$ cat src/rtl/mult_arbiter.sv
// mult_arbiter: round-robin arbiter and sequencer sharing one 8x8 signed multiplier
// (start/busy handshake) among NREQ requesters.
//
// Ports:
//   clk, rst_n          clock, asynchronous active-low reset
//   req[NREQ]           per-requester request level, held until its gnt bit
//   a_in, b_in          8-bit operand slices, slice i belongs to requester i
//   gnt[NREQ]           one-hot grant pulse, operands captured on that edge
//   rsp_valid           one-cycle response pulse
//   rsp_id, rsp_ab      requester index and signed product of the response
//   rsp_err             timeout flag, qualified by rsp_valid
//   idle                high while the sequencer is idle
//   mul_a, mul_b        registered multiplier operands
//   mul_start           multiplier start, held START_CYC cycles
//   mul_busy, mul_ab    multiplier busy and product
//
// Optional feature: define MULT_ARB_TIMEOUT_EN to enable a TIMEOUT_CYC watchdog over the
// busy phases; an expired operation returns rsp_err=1 with rsp_ab=0.
module mult_arbiter #(
    parameter int unsigned NREQ        = 4,
    parameter int unsigned IDW         = 2,
    parameter int unsigned START_CYC   = 1,
    parameter int unsigned TIMEOUT_CYC = 64
) (
    input  logic              clk,
    input  logic              rst_n,
    input  logic [NREQ-1:0]   req,
    input  logic [8*NREQ-1:0] a_in,
    input  logic [8*NREQ-1:0] b_in,
    output logic [NREQ-1:0]   gnt,
    output logic              rsp_valid,
    output logic [IDW-1:0]    rsp_id,
    output logic [15:0]       rsp_ab,
    output logic              rsp_err,
    output logic              idle,
    output logic [7:0]        mul_a,
    output logic [7:0]        mul_b,
    output logic              mul_start,
    input  logic              mul_busy,
    input  logic [15:0]       mul_ab
);

    localparam int unsigned PW = $clog2(NREQ);

    if (NREQ < 2 || NREQ > 8 || IDW < PW || START_CYC < 1 || START_CYC > 15 ||
        TIMEOUT_CYC < 1) begin : g_bad_param
        $error("mult_arbiter: illegal parameter combination");
    end

    typedef enum logic [1:0] {StIdle, StIssue, StWaitBusy, StWaitDone} state_e;

    state_e            state_q, state_d;
    logic [PW-1:0]     ptr_q, ptr_d;
    logic [IDW-1:0]    cur_id_q, cur_id_d;
    logic [3:0]        start_cnt_q, start_cnt_d;
    logic [NREQ-1:0]   gnt_q, gnt_d;
    logic              mul_start_q, mul_start_d;
    logic [7:0]        mul_a_q, mul_a_d;
    logic [7:0]        mul_b_q, mul_b_d;
    logic              rsp_valid_q, rsp_valid_d;
    logic [IDW-1:0]    rsp_id_q, rsp_id_d;
    logic [15:0]       rsp_ab_q, rsp_ab_d;

    logic              sel_found;
    logic [PW-1:0]     sel_k;
    logic [PW-1:0]     idx;

`ifdef MULT_ARB_TIMEOUT_EN
    localparam int unsigned ToW = $clog2(TIMEOUT_CYC + 1);
    logic [ToW-1:0] to_cnt_q, to_cnt_d;
    logic           rsp_err_q, rsp_err_d;
    logic           to_expire;

    // Counter holds cycles already spent waiting; this edge makes it reach TIMEOUT_CYC.
    assign to_expire = (to_cnt_q == ToW'(TIMEOUT_CYC - 1));
    assign rsp_err   = rsp_err_q;
`else
    assign rsp_err   = 1'b0;
`endif

    // First requester at or after the pointer, wrapping modulo NREQ.
    always_comb begin
        sel_found = 1'b0;
        sel_k     = '0;
        idx       = '0;
        for (int unsigned i = 0; i < NREQ; i++) begin
            idx = PW'((32'(ptr_q) + i) % NREQ);
            if (!sel_found && req[idx]) begin
                sel_found = 1'b1;
                sel_k     = idx;
            end
        end
    end

    always_comb begin
        state_d     = state_q;
        ptr_d       = ptr_q;
        cur_id_d    = cur_id_q;
        start_cnt_d = start_cnt_q;
        gnt_d       = '0;
        mul_start_d = mul_start_q;
        mul_a_d     = mul_a_q;
        mul_b_d     = mul_b_q;
        rsp_valid_d = 1'b0;
        rsp_id_d    = rsp_id_q;
        rsp_ab_d    = rsp_ab_q;
`ifdef MULT_ARB_TIMEOUT_EN
        rsp_err_d   = rsp_err_q;
        to_cnt_d    = to_cnt_q;
`endif
        unique case (state_q)
            StIdle: begin
                if (sel_found) begin
                    gnt_d       = NREQ'(1) << sel_k;
                    mul_a_d     = a_in[32'(sel_k)*8 +: 8];
                    mul_b_d     = b_in[32'(sel_k)*8 +: 8];
                    cur_id_d    = IDW'(sel_k);
                    mul_start_d = 1'b1;
                    start_cnt_d = 4'(START_CYC - 1);
                    ptr_d       = PW'((32'(sel_k) + 1) % NREQ);
                    state_d     = StIssue;
                end
            end
            StIssue: begin
                if (start_cnt_q == 4'd0) begin
                    mul_start_d = 1'b0;
                    state_d     = StWaitBusy;
`ifdef MULT_ARB_TIMEOUT_EN
                    to_cnt_d    = '0;
`endif
                end else begin
                    start_cnt_d = start_cnt_q - 4'd1;
                end
            end
            StWaitBusy: begin
                if (mul_busy) begin
                    state_d = StWaitDone;
                end
`ifdef MULT_ARB_TIMEOUT_EN
                to_cnt_d = to_cnt_q + 1'b1;
                if (to_expire) begin
                    rsp_valid_d = 1'b1;
                    rsp_err_d   = 1'b1;
                    rsp_ab_d    = '0;
                    rsp_id_d    = cur_id_q;
                    state_d     = StIdle;
                end
`endif
            end
            StWaitDone: begin
`ifdef MULT_ARB_TIMEOUT_EN
                to_cnt_d = to_cnt_q + 1'b1;
`endif
                // A busy fall in the expiry cycle still yields a normal response.
                if (!mul_busy) begin
                    rsp_valid_d = 1'b1;
                    rsp_ab_d    = mul_ab;
                    rsp_id_d    = cur_id_q;
`ifdef MULT_ARB_TIMEOUT_EN
                    rsp_err_d   = 1'b0;
`endif
                    state_d     = StIdle;
                end
`ifdef MULT_ARB_TIMEOUT_EN
                else if (to_expire) begin
                    rsp_valid_d = 1'b1;
                    rsp_err_d   = 1'b1;
                    rsp_ab_d    = '0;
                    rsp_id_d    = cur_id_q;
                    state_d     = StIdle;
                end
`endif
            end
            default: state_d = StIdle;
        endcase
    end

    always_ff @(posedge clk or negedge rst_n) begin
        if (!rst_n) begin
            state_q     <= StIdle;
            ptr_q       <= '0;
            cur_id_q    <= '0;
            start_cnt_q <= '0;
            gnt_q       <= '0;
            mul_start_q <= 1'b0;
            mul_a_q     <= '0;
            mul_b_q     <= '0;
            rsp_valid_q <= 1'b0;
            rsp_id_q    <= '0;
            rsp_ab_q    <= '0;
`ifdef MULT_ARB_TIMEOUT_EN
            rsp_err_q   <= 1'b0;
            to_cnt_q    <= '0;
`endif
        end else begin
            state_q     <= state_d;
            ptr_q       <= ptr_d;
            cur_id_q    <= cur_id_d;
            start_cnt_q <= start_cnt_d;
            gnt_q       <= gnt_d;
            mul_start_q <= mul_start_d;
            mul_a_q     <= mul_a_d;
            mul_b_q     <= mul_b_d;
            rsp_valid_q <= rsp_valid_d;
            rsp_id_q    <= rsp_id_d;
            rsp_ab_q    <= rsp_ab_d;
`ifdef MULT_ARB_TIMEOUT_EN
            rsp_err_q   <= rsp_err_d;
            to_cnt_q    <= to_cnt_d;
`endif
        end
    end

    assign gnt       = gnt_q;
    assign mul_start = mul_start_q;
    assign mul_a     = mul_a_q;
    assign mul_b     = mul_b_q;
    assign rsp_valid = rsp_valid_q;
    assign rsp_id    = rsp_id_q;
    assign rsp_ab    = rsp_ab_q;
    assign idle      = (state_q == StIdle);

endmodule

$ cat config.mk
export PLATFORM = sky130hd
export DESIGN_NAME = mult_arbiter
export DESIGN_NICKNAME = d
export VERILOG_FILES = /design/src/rtl/mult_arbiter.sv
export SDC_FILE = /design/constraint.sdc
export NUM_CORES = 1
export LEC_CHECK = 0
export BUFFER_PORTS_ARGS = -buffer_cell sky130_fd_sc_hd__buf_2
export CAP_MARGIN = 20
export CORE_AREA = 2 2 76 78
export CTS_CLUSTER_SIZE = 8
export DETAILED_ROUTE_END_ITERATION = 10
export DIE_AREA = 0 0 78 80
export PLACE_DENSITY = 0.81
export SLEW_MARGIN = 20
export SYNTH_ARGS = -nofsm -noshare
export SYNTH_HDL_FRONTEND = slang
export SYNTH_SLANG_ARGS = --single-unit
$ cat constraint.sdc
create_clock -name clk -period 3.15 [get_ports clk]
set_clock_uncertainty 0.05 [all_clocks]
set_input_delay 0.315 -clock clk [delete_from_list [all_inputs] [get_ports clk]]
set_output_delay 0.315 -clock clk [all_outputs]
set_load 0.01 [all_outputs]
==> out/summary.txt <==
Outcome: finished with violations
Failing checks: negative hold slack
Final #Nets: 439
Vert. Die Dim: 80 µm
Leakage: 1.773 nW
Hold Buf Count CTS: 0
Area Growth Syn to Fin: 28.30%
Yosys top cell area share: 48.38%
Clk_lat worst skew: 0.30 ns
GPL Wtd Cong: 0.7901
PostCTS Resize Cnt: 0
CTS max path bufs: 2
Clock Tree Root: clkbuf_8
Port bufs: 127
Core area: 0.005405 mm²
Mapped Nets: 315
Worst EP arrival: 2.26 ns
Fmax: 473.7 MHz
Cts bufs inserted: 5
Critical path, cell by cell: inv_1, ha_1, nor2b_2, nand3_1, o221ai_1
FF+latch count, synth: 50
Worst-Margin Slew: 0.8931 ns
Biggest area consumer among synthesized cells: dfrtp_1
Crit. End Element: register
Initial Utilization: 47.85%
# Max-Cap Violations: 0
IO Pins: 129
H-tree depth: 2
Largest net degree at the start of global routing: 51
Yosys warnings: 0
DRC Markers: 0
M2 GR Usage: 31.03%
Worst VDD drop: 0.6054 mV
Most frequent cells in the layout: buf_2 (126), dfrtp_1 (50), mux2i_1 (32)
Critical Path Fanout Max: 16
RSZ-0062 raised after global routing: false
Final cycle utilization of the critical path: 67.01%
Fraction of layout cells with a size suffix above 1: 47.84%
Routed vias: 2,150
DRT antenna net count: 0
Crit path required time: 3.30 ns
Top Family by Delay on Critical Path: simple AND/OR/NAND/NOR gates
Main area contributors after synthesis: dfrtp_1 (48%), mux2i_1 (12%), mux2_2 (8.3%)
M3 GR Usage: 3.054%
Die Wd: 78 µm
Initial antenna violation count: 0
Max-slew headroom: 40.19%
Post-route setup TNS: 0 ns
Commonest non-fill, non-tap cell in the layout: buf_2
Startpoint Class: register
Hold Crit Class: in2async
WL per Instance: 14.07 µm
Detailed Route Iter0 Violations: 129
Pwr Density: 906.4 mW/mm²
Via/cell ratio: 5.131
Worst Path Buf+Inv: 1
Clock period minus worst slack: 2.111 ns
FILL cells: 480
Mapped Area: 0.002586 mm²
DRT Pass-1 Iters: 4
Post-detailed-placement half-perimeter wirelength: 4.489 mm
Count of pins over their slew limit: 0
Busiest grt layer: met2
Clock sinks: 50
CP max stage delay: 0.49 ns
Post-synthesis sequential area ratio: 48.38%
Mean Syn Cell Area: 11.65 µm²
Met1 Resource Use GR: 24.22%
Setup bufs post-CTS: 0
Vias in the first global route: 2,031
Routed wire length: 5.896 mm
Setup violators final: 0
Crit path max-delay cell type: nand3_1
Post-Syn Instances: 222
Global route overflow: 0
Clk slew on worst S/H paths: 0.09 ns
DIE AREA: 0.006240 mm²
Total GRT Usage: 18.60%
Setup CP Type: reg2reg
Final Hold Vio Count: 50
CTS tree: yes
Diodes inserted: 0
Core Rows: 27
Hold slack: -0.03535 ns
Distinct cells, synth: 41
First-pass GRT wire length: 9.211 mm
## layout make-up
cell class | instances | area, µm² | area share (%)
tap | 72 | 90.09 | 2.715
clock buffer | 5 | 68.82 | 2.074
inverter | 9 | 33.78 | 1.018
clock inverter | 3 | 21.27 | 0.6410
multi-input combinational | 151 | 1200 | 36.16
sequential | 50 | 1251 | 37.71
timing repair buffer | 129 | 653.1 | 19.68
## final timing paths
| path | start | to | slack (ns) | depth (start not counted) |
|---|---|---|---|---|
| max | state_q[0]$_DFFE_PN0P_ | mul_a[4]$_DFFE_PN0P_ | 1.04 | 5 |
| min in group clk | mul_ab[11] | rsp_ab[11]$_DFFE_PN0P_ | 0.19 | 2 |
| max in group asynchronous | rst_n | start_cnt_q[0]$_DFFE_PN0P_ | 2.67 | 1 |
| max reg2reg | state_q[0]$_DFFE_PN0P_ | mul_a[4]$_DFFE_PN0P_ | 1.04 | 5 |
| min | rst_n | state_q[0]$_DFFE_PN0P_ | -0.04 | 1 |
| min reg2reg | mul_a[0]$_DFFE_PN0P_ | mul_a[0]$_DFFE_PN0P_ | 0.44 | 2 |
## sequential cells by signal (all words and copies together), names as in the netlist
name and count:
cur_id_q 2, gnt 4, mul_a 8, mul_b 8, mul_start 1, ptr_q 2, rsp_ab 16, rsp_id 2
rsp_valid 1, start_cnt_q 4, state_q 2
## synth_stat cells
| master | count |
|---|---|
| buf_8 | 1 |
| and2_1 | 1 |
| nor4_1 | 1 |
| o211ai_2 | 1 |
| o21ai_1 | 1 |
| a211o_1 | 1 |
| nand2_4 | 1 |
| o221ai_1 | 15 |
| nor2b_2 | 1 |
| mux2_2 | 19 |
| a221oi_2 | 1 |
| buf_4 | 2 |
| nor2b_1 | 2 |
| nor3b_1 | 2 |
| and3_2 | 1 |
| a22oi_1 | 1 |
| nand3_1 | 2 |
| buf_2 | 5 |
| a22o_1 | 3 |
| a21oi_1 | 2 |
| nand2_2 | 1 |
| nor2_1 | 6 |
| inv_1 | 9 |
| nand4_1 | 1 |
| a21bo_2 | 1 |
| buf_6 | 2 |
| xnor2_1 | 1 |
| and2b_1 | 1 |
| ha_1 | 6 |
| o21ai_0 | 11 |
| dfrtp_1 | 50 |
| conb_1 | 1 |
| a21o_1 | 1 |
| o22ai_1 | 2 |
| mux2i_1 | 32 |
| buf_12 | 2 |
| nor3_1 | 2 |
| nand2b_1 | 1 |
| nand2_1 | 27 |
| a221o_1 | 1 |
| nor4_2 | 1 |
## cells by family after synthesis
logic type / count (synthesis) / share of synthesized area [%]
AO/OA/AOI/OAI: 41 / 12.05
XOR/XNOR: 1 / 0.3387
adder cells (fa/ha/maj): 6 / 2.903
buffers and inverters: 21 / 5.853
flip-flops: 50 / 48.38
multiplexers: 51 / 20.66
other: 1 / 0.1450
AND/OR/NAND/NOR: 51 / 9.677
## where the power goes
group / switching (mW) / internal [mW]
clock network: 0.214 / 0.156
logic: 0.831 / 0.710
registers: 0.157 / 0.940
total: 1.20 / 1.81
## through the flow
step	cells	cell area, µm²	setup slack, ns	utilization (%)	total power, mW
finish	419	3318	1.039	61.39	3.008
floorplan	222	2586	1.402	-	2.226
detailed placement	411	3226	1.057	59.68	2.658
global route	419	3318	0.7615	61.39	3.262
CTS	419	3316	1.042	61.34	3.032
global placement	411	3226	1.175	59.68	2.595
## metal layers
| metal | vias to the layer above | routed length [µm] |
|---|---|---|
| met1 | 1017 | 2512 |
| met3 | 7 | 306 |
| li1 | 1046 | - |
| met5 | - | 0 |
| met4 | 0 | 89 |
| met2 | 80 | 2987 |
Note: power is estimated with default switching activity, not from simulation.
